===== src/rtl/pc_fetch_unit.sv =====
// Program counter and instruction-fetch sequencer: fetches over a req/ack bus,
// holds the instruction for decode and applies next-PC / exception updates.
//
// state | meaning
// IDLE  | held in reset, leaves on the first clock after release
// FETCH | imem_req high at pc, waiting for ack or timeout
// EXEC  | instruction held for decode, waiting for a next-PC command
module pc_fetch_unit #(
    parameter logic [31:0] RESET_PC      = 32'h0000_3000,
    parameter logic [31:0] EXC_VECTOR    = 32'h0000_4180,
    parameter int          FETCH_TIMEOUT = 16
) (
    input  logic        clk,
    input  logic        rst_n,
    input  logic [2:0]  npc_op,
    input  logic        npc_valid,
    input  logic        stall,
    input  logic [15:0] imm16,
    input  logic [25:0] jidx,
    input  logic [31:0] jr_target,
    output logic        imem_req,
    output logic [31:0] imem_addr,
    input  logic        imem_ack,
    input  logic [31:0] imem_rdata,
    output logic [31:0] instr,
    output logic        instr_valid,
    output logic [31:0] pc,
    output logic [31:0] pc_plus4,
    output logic [31:0] epc,
    output logic        exc,
    output logic        bus_err
);

    localparam int CW = $clog2(FETCH_TIMEOUT + 1);
    localparam logic [CW-1:0] TO_TC = CW'(FETCH_TIMEOUT - 1);

    typedef enum logic [1:0] {
        IDLE  = 2'd0,
        FETCH = 2'd1,
        EXEC  = 2'd2
    } state_t;

    state_t state, state_nx;

    logic [CW-1:0] to_cnt, to_cnt_nx;
    logic [31:0]   pc_nx, epc_nx, instr_nx;
    logic          exc_nx, bus_err_nx, take_exc;
    logic [31:0]   br_off;

    assign pc_plus4    = pc + 32'd4;
    assign br_off      = {{14{imm16[15]}}, imm16, 2'b00};
    assign imem_req    = (state == FETCH);
    assign imem_addr   = pc;
    assign instr_valid = (state == EXEC);

    always_ff @(posedge clk or negedge rst_n) begin
        if (!rst_n) state <= IDLE;
        else        state <= state_nx;
    end

    always_comb begin
        state_nx   = state;
        pc_nx      = pc;
        epc_nx     = epc;
        instr_nx   = instr;
        to_cnt_nx  = to_cnt;
        exc_nx     = 1'b0;
        bus_err_nx = 1'b0;
        take_exc   = 1'b0;
        case (state)
            IDLE: state_nx = FETCH;
            FETCH: begin
                // ack beats a timeout landing in the same cycle
                if (imem_ack) begin
                    instr_nx  = imem_rdata;
                    to_cnt_nx = '0;
                    state_nx  = EXEC;
                end else if (to_cnt == TO_TC) begin
                    bus_err_nx = 1'b1;
                    take_exc   = 1'b1;
                    to_cnt_nx  = '0;
                end else begin
                    to_cnt_nx = to_cnt + CW'(1);
                end
            end
            EXEC: begin
                if (npc_valid && !stall) begin
                    state_nx = FETCH;
                    case (npc_op)
                        3'd0: pc_nx = pc_plus4;
                        3'd1: pc_nx = pc_plus4 + br_off;
                        3'd2: pc_nx = {pc_plus4[31:28], jidx, 2'b00};
                        3'd3: begin
                            if (jr_target[1:0] == 2'b00) pc_nx = jr_target;
                            else                         take_exc = 1'b1;
                        end
                        default: take_exc = 1'b1;
                    endcase
                end
            end
            default: state_nx = IDLE;
        endcase
        if (take_exc) begin
            epc_nx = pc;
            pc_nx  = EXC_VECTOR;
            exc_nx = 1'b1;
        end
    end

    always_ff @(posedge clk or negedge rst_n) begin
        if (!rst_n) begin
            pc      <= RESET_PC;
            epc     <= '0;
            instr   <= '0;
            to_cnt  <= '0;
            exc     <= 1'b0;
            bus_err <= 1'b0;
        end else begin
            pc      <= pc_nx;
            epc     <= epc_nx;
            instr   <= instr_nx;
            to_cnt  <= to_cnt_nx;
            exc     <= exc_nx;
            bus_err <= bus_err_nx;
        end
    end

endmodule


===== config.mk =====
export PLATFORM = sky130hd
export DESIGN_NAME = pc_fetch_unit
export DESIGN_NICKNAME = d
export VERILOG_FILES = /design/src/rtl/pc_fetch_unit.sv
export SDC_FILE = /design/constraint.sdc
export NUM_CORES = 1
export LEC_CHECK = 0
export CAP_MARGIN = 20
export CORE_MARGIN = 5
export CORE_UTILIZATION = 30
export CTS_CLUSTER_DIAMETER = 80
export DETAILED_ROUTE_END_ITERATION = 8
export GPL_ROUTABILITY_DRIVEN = 0
export PLACE_DENSITY = 0.6
export RECOVER_POWER = 25
export SYNTH_ARGS = -nofsm -noshare
export SYNTH_HDL_FRONTEND = slang
export SYNTH_SLANG_ARGS = --single-unit

===== constraint.sdc =====
create_clock -name clk -period 8.2 [get_ports clk]
set_input_delay 1.64 -clock clk [delete_from_list [all_inputs] [get_ports clk]]
set_output_delay 1.64 -clock clk [all_outputs]
set_load 0.01 [all_outputs]

* Yosys cells after proc, flatten, opt, wreduce, memory -nomap -nowiden
Index checks and enable logic that the tools add are counted.
** Storage, ports and cells
- Register bits :: 105
- Input port bits :: 114
- Word-level logic and storage cells :: 49
** Cells by class
- Equal/unequal tests :: 9
- Mux-type cells :: 18
- Reductions and logical operators :: 12
- $add $sub $neg :: 3
** Operators by type and width (number)
- 32-bit 2-to-1 mux :: 4
- 32-bit one-hot mux with 4 select lines :: 1
- 32-bit by 3-bit adder with 32-bit output (second input constant) :: 1
- 32-bit adder :: 1
- 5-bit 2-to-1 mux :: 2
- 3-bit by 2-bit == test with 1-bit output (second input constant) :: 2
- 1-bit 2-to-1 mux :: 6
- 2-bit one-hot mux with 3 select lines :: 1
- 5-bit by 1-bit adder with 5-bit output (second input constant) :: 1
- 5-bit by 4-bit == test with 1-bit output (second input constant) :: 1
- 5-bit nonzero test :: 1
- 2-bit logical NOT :: 2
- 2-bit 2-to-1 mux :: 2
- 2-bit by 1-bit inequality test with 1-bit output (second input constant) :: 2
- 1-bit one-hot mux with 2 select lines :: 2
- 2-bit AND reduction :: 2
- 4-bit AND reduction :: 1
- 2-bit nonzero test :: 2
- 3-bit by 1-bit == test with 1-bit output (second input constant) :: 1
- 3-bit logical NOT :: 1
- 3-bit inequality test (second input constant) :: 1
- 3-bit OR reduction :: 1
- 2-bit by 1-bit == test with 1-bit output (second input constant) :: 1
- 2-bit == test (second input constant) :: 1
- other kinds (2) :: 2

* Logic depth before layout (Yosys ltp)
- Word-level depth :: 7
- Mapped depth :: 16
- Mapped depth without buffers :: 15

* Worst setup path before layout
OpenSTA, ideal clock, no wires.
- Path kind :: register -> register
- From :: register pc[7] (netlist: imem_addr[7])
- To :: register pc[28] (netlist: imem_addr[28])
- Stages on the path, launching flop included :: 16
- Library setup time :: 136 ps
- Data required time :: 8064 ps
- Buffers on the path :: 1
- Setup slack :: 4396 ps
- Arrival time :: 3668 ps
- Period minus slack after synthesis :: 3804 ps
- Cell sequence :: dfrtp_1 clkbuf_1 and4_2 nand4_1 nor4_1 nor2b_1 or2_2 ha_1 a21o_2 a21o_1 a21oi_1 o21ai_0 a21o_1 or3b_2 o311ai_0 a21oi_1
** Between the ends
- Word-level cells in the longest chain between the ends :: 6
** RTL lines
- start: declaration :: RTL line 27 : output logic [31:0] pc,
- start signal: assignment :: RTL line 119 : pc <= pc_nx;
- 32-bit by 3-bit adder with 32-bit output :: RTL line 50 : assign pc_plus4 = pc + 32'd4;
- via pc_plus4[21] :: RTL line 28 : output logic [31:0] pc_plus4,
- 32-bit adder :: RTL line 91 : 3'd1: pc_nx = pc_plus4 + br_off;
- 32-bit one-hot mux with 4 select lines :: RTL line 89 : case (npc_op)
- 32-bit 2-to-1 mux :: RTL line 87 : if (npc_valid && !stall) begin
- 32-bit 2-to-1 mux :: RTL line 70 : case (state)
- 32-bit 2-to-1 mux :: RTL line 103 : if (take_exc) begin
The timed path passes the listed nets, and every way through them passes these cells. The select of a mux whose other input is x is not followed.
A chain may end at the register's enable or synchronous reset.

* Worst setup path after layout
- From :: input npc_op[2]
- To :: register pc[29] (netlist: imem_addr[29])
** Between the ends
- Word-level cells in the longest chain between the ends :: 7
- Elaborated cells on any way between the ends :: 17
- Classes of those cells :: eq/ne: 4; mux: 7; reduce/logical: 6
** RTL lines
- start: declaration :: RTL line 15 : input logic [2:0] npc_op,
- 3-bit by 2-bit == test with 1-bit output, or another cell as far along :: RTL line 89
- 3-bit OR reduction (no line)
- 1-bit one-hot mux with 2 select lines :: RTL line 89
- 1-bit 2-to-1 mux :: RTL line 87
- 1-bit one-hot mux with 2 select lines :: RTL line 70
- 3-bit inequality test (no line), or another cell as far along
- 4-bit AND reduction (no line)
Several ways; a longest one is shown, not always the timed one. The select of a mux whose other input is x is not followed.

==> impl_metrics.prom <==
# TYPE chip_impl_metric gauge
chip_impl_info{name="run_status",value="finished with violations"} 1
chip_impl_info{name="violations",value="max-capacitance violations, max-slew violations"} 1
chip_impl_metric{name="synth.top_cell.area_share",unit="%"} 33.78
chip_impl_metric{name="htree_num_levels",unit=""} 3
chip_impl_metric{name="hold_viol",unit=""} 0
chip_impl_metric{name="design.die.area",unit="sq mm"} 0.02872
chip_impl_metric{name="number_of_sinks_on_the_clock_net",unit=""} 105
chip_impl_metric{name="drt_wl_total",unit="microns"} 27660
chip_impl_metric{name="final_net_count",unit=""} 1251
chip_impl_metric{name="chipHeight",unit="microns"} 169.5
chip_impl_metric{name="number_of_flops_mapped_to_enable_cells_by_yosys",unit=""} 0
chip_impl_info{name="setup_repair_after_global_routing_missed_its_margin",value="no"} 1
chip_impl_info{name="path_cells",value="clkdlybuf4s50_1 > inv_1 > a21boi_0 > o21ai_4 > buf_4 > inv_2 > nor2_1 > a221oi_1 > o21ai_0"} 1
chip_impl_metric{name="clkTransAtPathRegs",unit="ps"} 70
chip_impl_metric{name="worst_clk_skew",unit="ps"} 10.34
chip_impl_metric{name="final_layout_size_suffix_gt1_share",unit="%"} 7.539
chip_impl_metric{name="placed_cells_incl_taps",unit=""} 1415
chip_impl_metric{name="grt_start_max_net_pins",unit=""} 55
chip_impl_metric{name="total_switching_power",unit="uW"} 1284
chip_impl_metric{name="grt_pass1_vias",unit=""} 7307
chip_impl_metric{name="worstPathArrival",unit="ps"} 5360
chip_impl_metric{name="yosysSeqAreaShare",unit="%"} 34.47
chip_impl_metric{name="grt.total_usage",unit="%"} 18.65
chip_impl_info{name="critPathKind",value="in -> reg"} 1
chip_impl_metric{name="power_density",unit="mW/mm^2"} 296.8
chip_impl_info{name="synth_area_leader_cell",value="dfrtp_1"} 1
chip_impl_info{name="clk_root_buffer_cell",value="clkbuf_16"} 1
chip_impl_metric{name="share_of_power_burned_in_registers",unit="%"} 29.6
chip_impl_metric{name="grt_first_pass_wirelength",unit="microns"} 42530
chip_impl_metric{name="num_io_pins",unit=""} 278
chip_impl_metric{name="area_delta_synth_final",unit="%"} 40.18
chip_impl_info{name="timing.critical_path.slowest_stage_cell",value="clkdlybuf4s50_1"} 1
chip_impl_info{name="synth.area.top_cells",value="dfrtp_1 34%, nand2_1 7.8%, ha_1 6.6%, mux2_2 5.2%, a21oi_1 3.7%"} 1
chip_impl_metric{name="finalSetupTns",unit="ps"} 0
chip_impl_metric{name="numCtsBuffers",unit=""} 9
chip_impl_metric{name="finalNonFillerCells",unit=""} 1431
chip_impl_metric{name="diodes",unit=""} 0
chip_impl_metric{name="post_cts_hold_buffer_count",unit=""} 0
chip_impl_metric{name="timing.slew.headroom",unit="%"} -90.07
chip_impl_metric{name="peakVddDrop",unit="mV"} 0.1601
chip_impl_metric{name="drt-wirelength-per-cell",unit="microns"} 19.33
chip_impl_metric{name="p_comb_share",unit="%"} 56.1
chip_impl_metric{name="cp_max_fo",unit=""} 45
chip_impl_metric{name="vias",unit=""} 7514
chip_impl_metric{name="critical_path.n_buffers_inverters",unit=""} 4
chip_impl_metric{name="fp.dieW",unit="microns"} 169.5
chip_impl_info{name="worst_path_dominant_cell_family",value="buffers and inverters"} 1
chip_impl_metric{name="detail-route-antenna-nets",unit=""} 0
chip_impl_info{name="synth_flop_cell",value="dfrtp_1"} 1
chip_impl_metric{name="layout_worst_path_cycle_share",unit="%"} 62.76
chip_impl_metric{name="switching_share",unit="%"} 40.46
chip_impl_metric{name="global_route.overflow_total",unit=""} 0
chip_impl_metric{name="final_core_util",unit="%"} 42.60
chip_impl_info{name="min-delay-path-class",value="reg -> reg"} 1
chip_impl_metric{name="clock_power_share",unit="%"} 14.2
chip_impl_metric{name="fin_crit",unit="ps"} 5147
chip_impl_info{name="tritoncts",value="yes"} 1
chip_impl_metric{name="cap_violations",unit=""} 1
chip_impl_metric{name="synth_area",unit="sq mm"} 0.007630
chip_impl_metric{name="first_iter_violations",unit=""} 508
chip_impl_metric{name="grt_antenna_before_repair",unit=""} 0
chip_impl_metric{name="route.detailed.vias_per_inst",unit=""} 5.251
chip_impl_metric{name="synthesis.area_per_instance",unit="sq um"} 8.660
chip_impl_metric{name="initial_core_util",unit="%"} 30.39
chip_impl_metric{name="yosys_register_bits",unit=""} 105
chip_impl_metric{name="clock_latency",unit="ps"} 350
chip_impl_metric{name="tightestPinTransition",unit="ps"} 2851
chip_impl_metric{name="synth-warning-count",unit=""} 0
chip_impl_info{name="startpoint_type",value="primary input"} 1
chip_impl_metric{name="cts_resized",unit=""} 0
chip_impl_metric{name="yosysUniqueCellTypes",unit=""} 78
chip_impl_metric{name="place.port_buffers",unit=""} 277
chip_impl_metric{name="power.internal",unit="uW"} 1890
chip_impl_metric{name="synth_async_sr_flop_share",unit="%"} 100.0
chip_impl_metric{name="dr.pass1.iters",unit=""} 5
chip_impl_metric{name="synth_nets",unit=""} 1036
chip_impl_metric{name="drv_slew",unit=""} 55
chip_impl_metric{name="critical_path.max_stage_delay",unit="ps"} 980
chip_impl_metric{name="core",unit="sq mm"} 0.02511
chip_impl_metric{name="p_leak",unit="uW"} 0.004627
chip_impl_metric{name="max-clock-path-buffers",unit=""} 2
chip_impl_metric{name="max_freq",unit="MHz"} 194.3
chip_impl_metric{name="floorplan.rows",unit=""} 58
chip_impl_metric{name="report.final.setup_viol",unit=""} 0
chip_impl_info{name="crit_path_end_kind",value="flop"} 1
chip_impl_metric{name="worst-endpoint-required",unit="ps"} 8420
chip_impl_metric{name="place_hpwl",unit="microns"} 21690
chip_impl_metric{name="post_cts_buffers",unit=""} 0
chip_impl_metric{name="post-route-drc-count",unit=""} 0
chip_impl_metric{name="synth_cells",unit=""} 881
synthesized netlist by cell type (all sizes together) (2+ instances only):
library cell,instances
nor2b,14
o21a,6
a41oi,2
xor2,14
a211o,7
a31oi,7
dfrtp,103
ha,40
and2,5
o21ai,45
xnor2,32
o221ai,11
mux2i,20
o31ai,2
nand2b,6
nor3,11
nand2,160
or3,3
nand4b,2
inv,23
nand3,26
buf,44
a221oi,3
o211a,2
clkbuf,36
nor2,43
and3,14
a21oi,57
nor4,2
nand4,16
a21o,17
o22ai,6
a22oi,6
a211oi,13
mux2,35
a21boi,4
o211ai,10
dfstp,2
or2,3
o311ai,2
o32a,3
and4,6
tightest hold or removal path: stages (launching register included):
cell	delay, ps
dfrtp_1	340
nand2_1	50
nand2_1	50
logic make-up (layout without fill, tap and decap cells):
group | Yosys count | after routing | synth area share (%)
simple gates | 317 | 317 | 19.76
fa+ha+maj | 41 | 41 | 6.822
compound gates | 214 | 214 | 18.47
xor+xnor | 46 | 46 | 5.280
buf+inv | 103 | 323 | 7.412
flops | 105 | 105 | 34.47
mux | 55 | 55 | 7.789
power by group through the flow:
stage / registers (uW) / clock network [uW] / logic, uW
global placement: 944 / 0 / 1770
detailed placement: 952 / 0 / 1780
CTS: 941 / 469 / 1790
floorplan: 945 / 0 / 922
global route: 974 / 491 / 1930
finish: 940 / 452 / 1780
metrics by stage:
step                      worst slack (ps)  hold slack [ps]  power, uW  instance area (sq um)
after floorplan                       4396            499.9       1867                   7630
after global placement                2884            459.4       2717                  10390
after detailed placement              2730            461.9       2735                  10390
after CTS                             3099            479.9       3200                  10710
after global routing                  2728            487.4       3395                  10700
final                                 3053            473.1       3174                  10700
routing by layer:
metal  vias up  track usage (%)  part of all wire [%]
li1       3559                -                     -
met1      3572            25.51                    44
met2       342            30.35                    46
met3        41            2.702                   7.2
met4         0            6.370                   2.4
met5         -                0                     0
registers in the layout (all words and copies together) (netlist names):
register	count
state	2
exc	1
bus_err	1
imem_addr	32
epc	32
instr	32
to_cnt	5
cell usage in the layout (no fill, tap or decap), drive strengths merged, types with 7 or more instances in the layout:
| master | n |
|---|---|
| a211o | 7 |
| a211oi | 13 |
| a21o | 17 |
| a21oi | 57 |
| a31oi | 7 |
| and3 | 14 |
| buf | 8 |
| clkbuf | 11 |
| clkdlybuf4s50 | 273 |
| dfrtp | 103 |
| ha | 40 |
| inv | 25 |
| mux2 | 35 |
| mux2i | 20 |
| nand2 | 160 |
| nand3 | 26 |
| nand4 | 16 |
| nor2 | 43 |
| nor2b | 14 |
| nor3 | 11 |
| o211ai | 10 |
| o21ai | 45 |
| o221ai | 11 |
| xnor2 | 32 |
| xor2 | 14 |
layout make-up:
type | count | area (sq um)
fillers | 2512 | 14410
multi-input cells | 673 | 4438
repair buffers | 284 | 2814
flip-flops and latches | 105 | 2630
well taps | 330 | 412.9
clock buffers | 10 | 239.0
inverters | 23 | 86.33
clock inverters | 6 | 75.07
worst paths after layout:
check | slack, ps | cells after the start | startpoint | endpoint
worst max-delay path | 3050 | 9 | npc_op[2] | imem_addr[29]$_DFFE_PN0P_
worst min-delay path | 470 | 2 | epc[19]$_DFFE_PN0P_ | epc[19]$_DFFE_PN0P_
worst max register to register | 3410 | 14 | imem_addr[4]$_DFFE_PN0P_ | imem_addr[26]$_DFFE_PN0P_
worst min register to register | 470 | 2 | epc[19]$_DFFE_PN0P_ | epc[19]$_DFFE_PN0P_
max in group asynchronous | 4110 | 2 | rst_n | epc[28]$_DFFE_PN0P_
min in group asynchronous | 2200 | 1 | rst_n | epc[10]$_DFFE_PN0P_
Note: power is estimated with default switching activity, not from simulation.
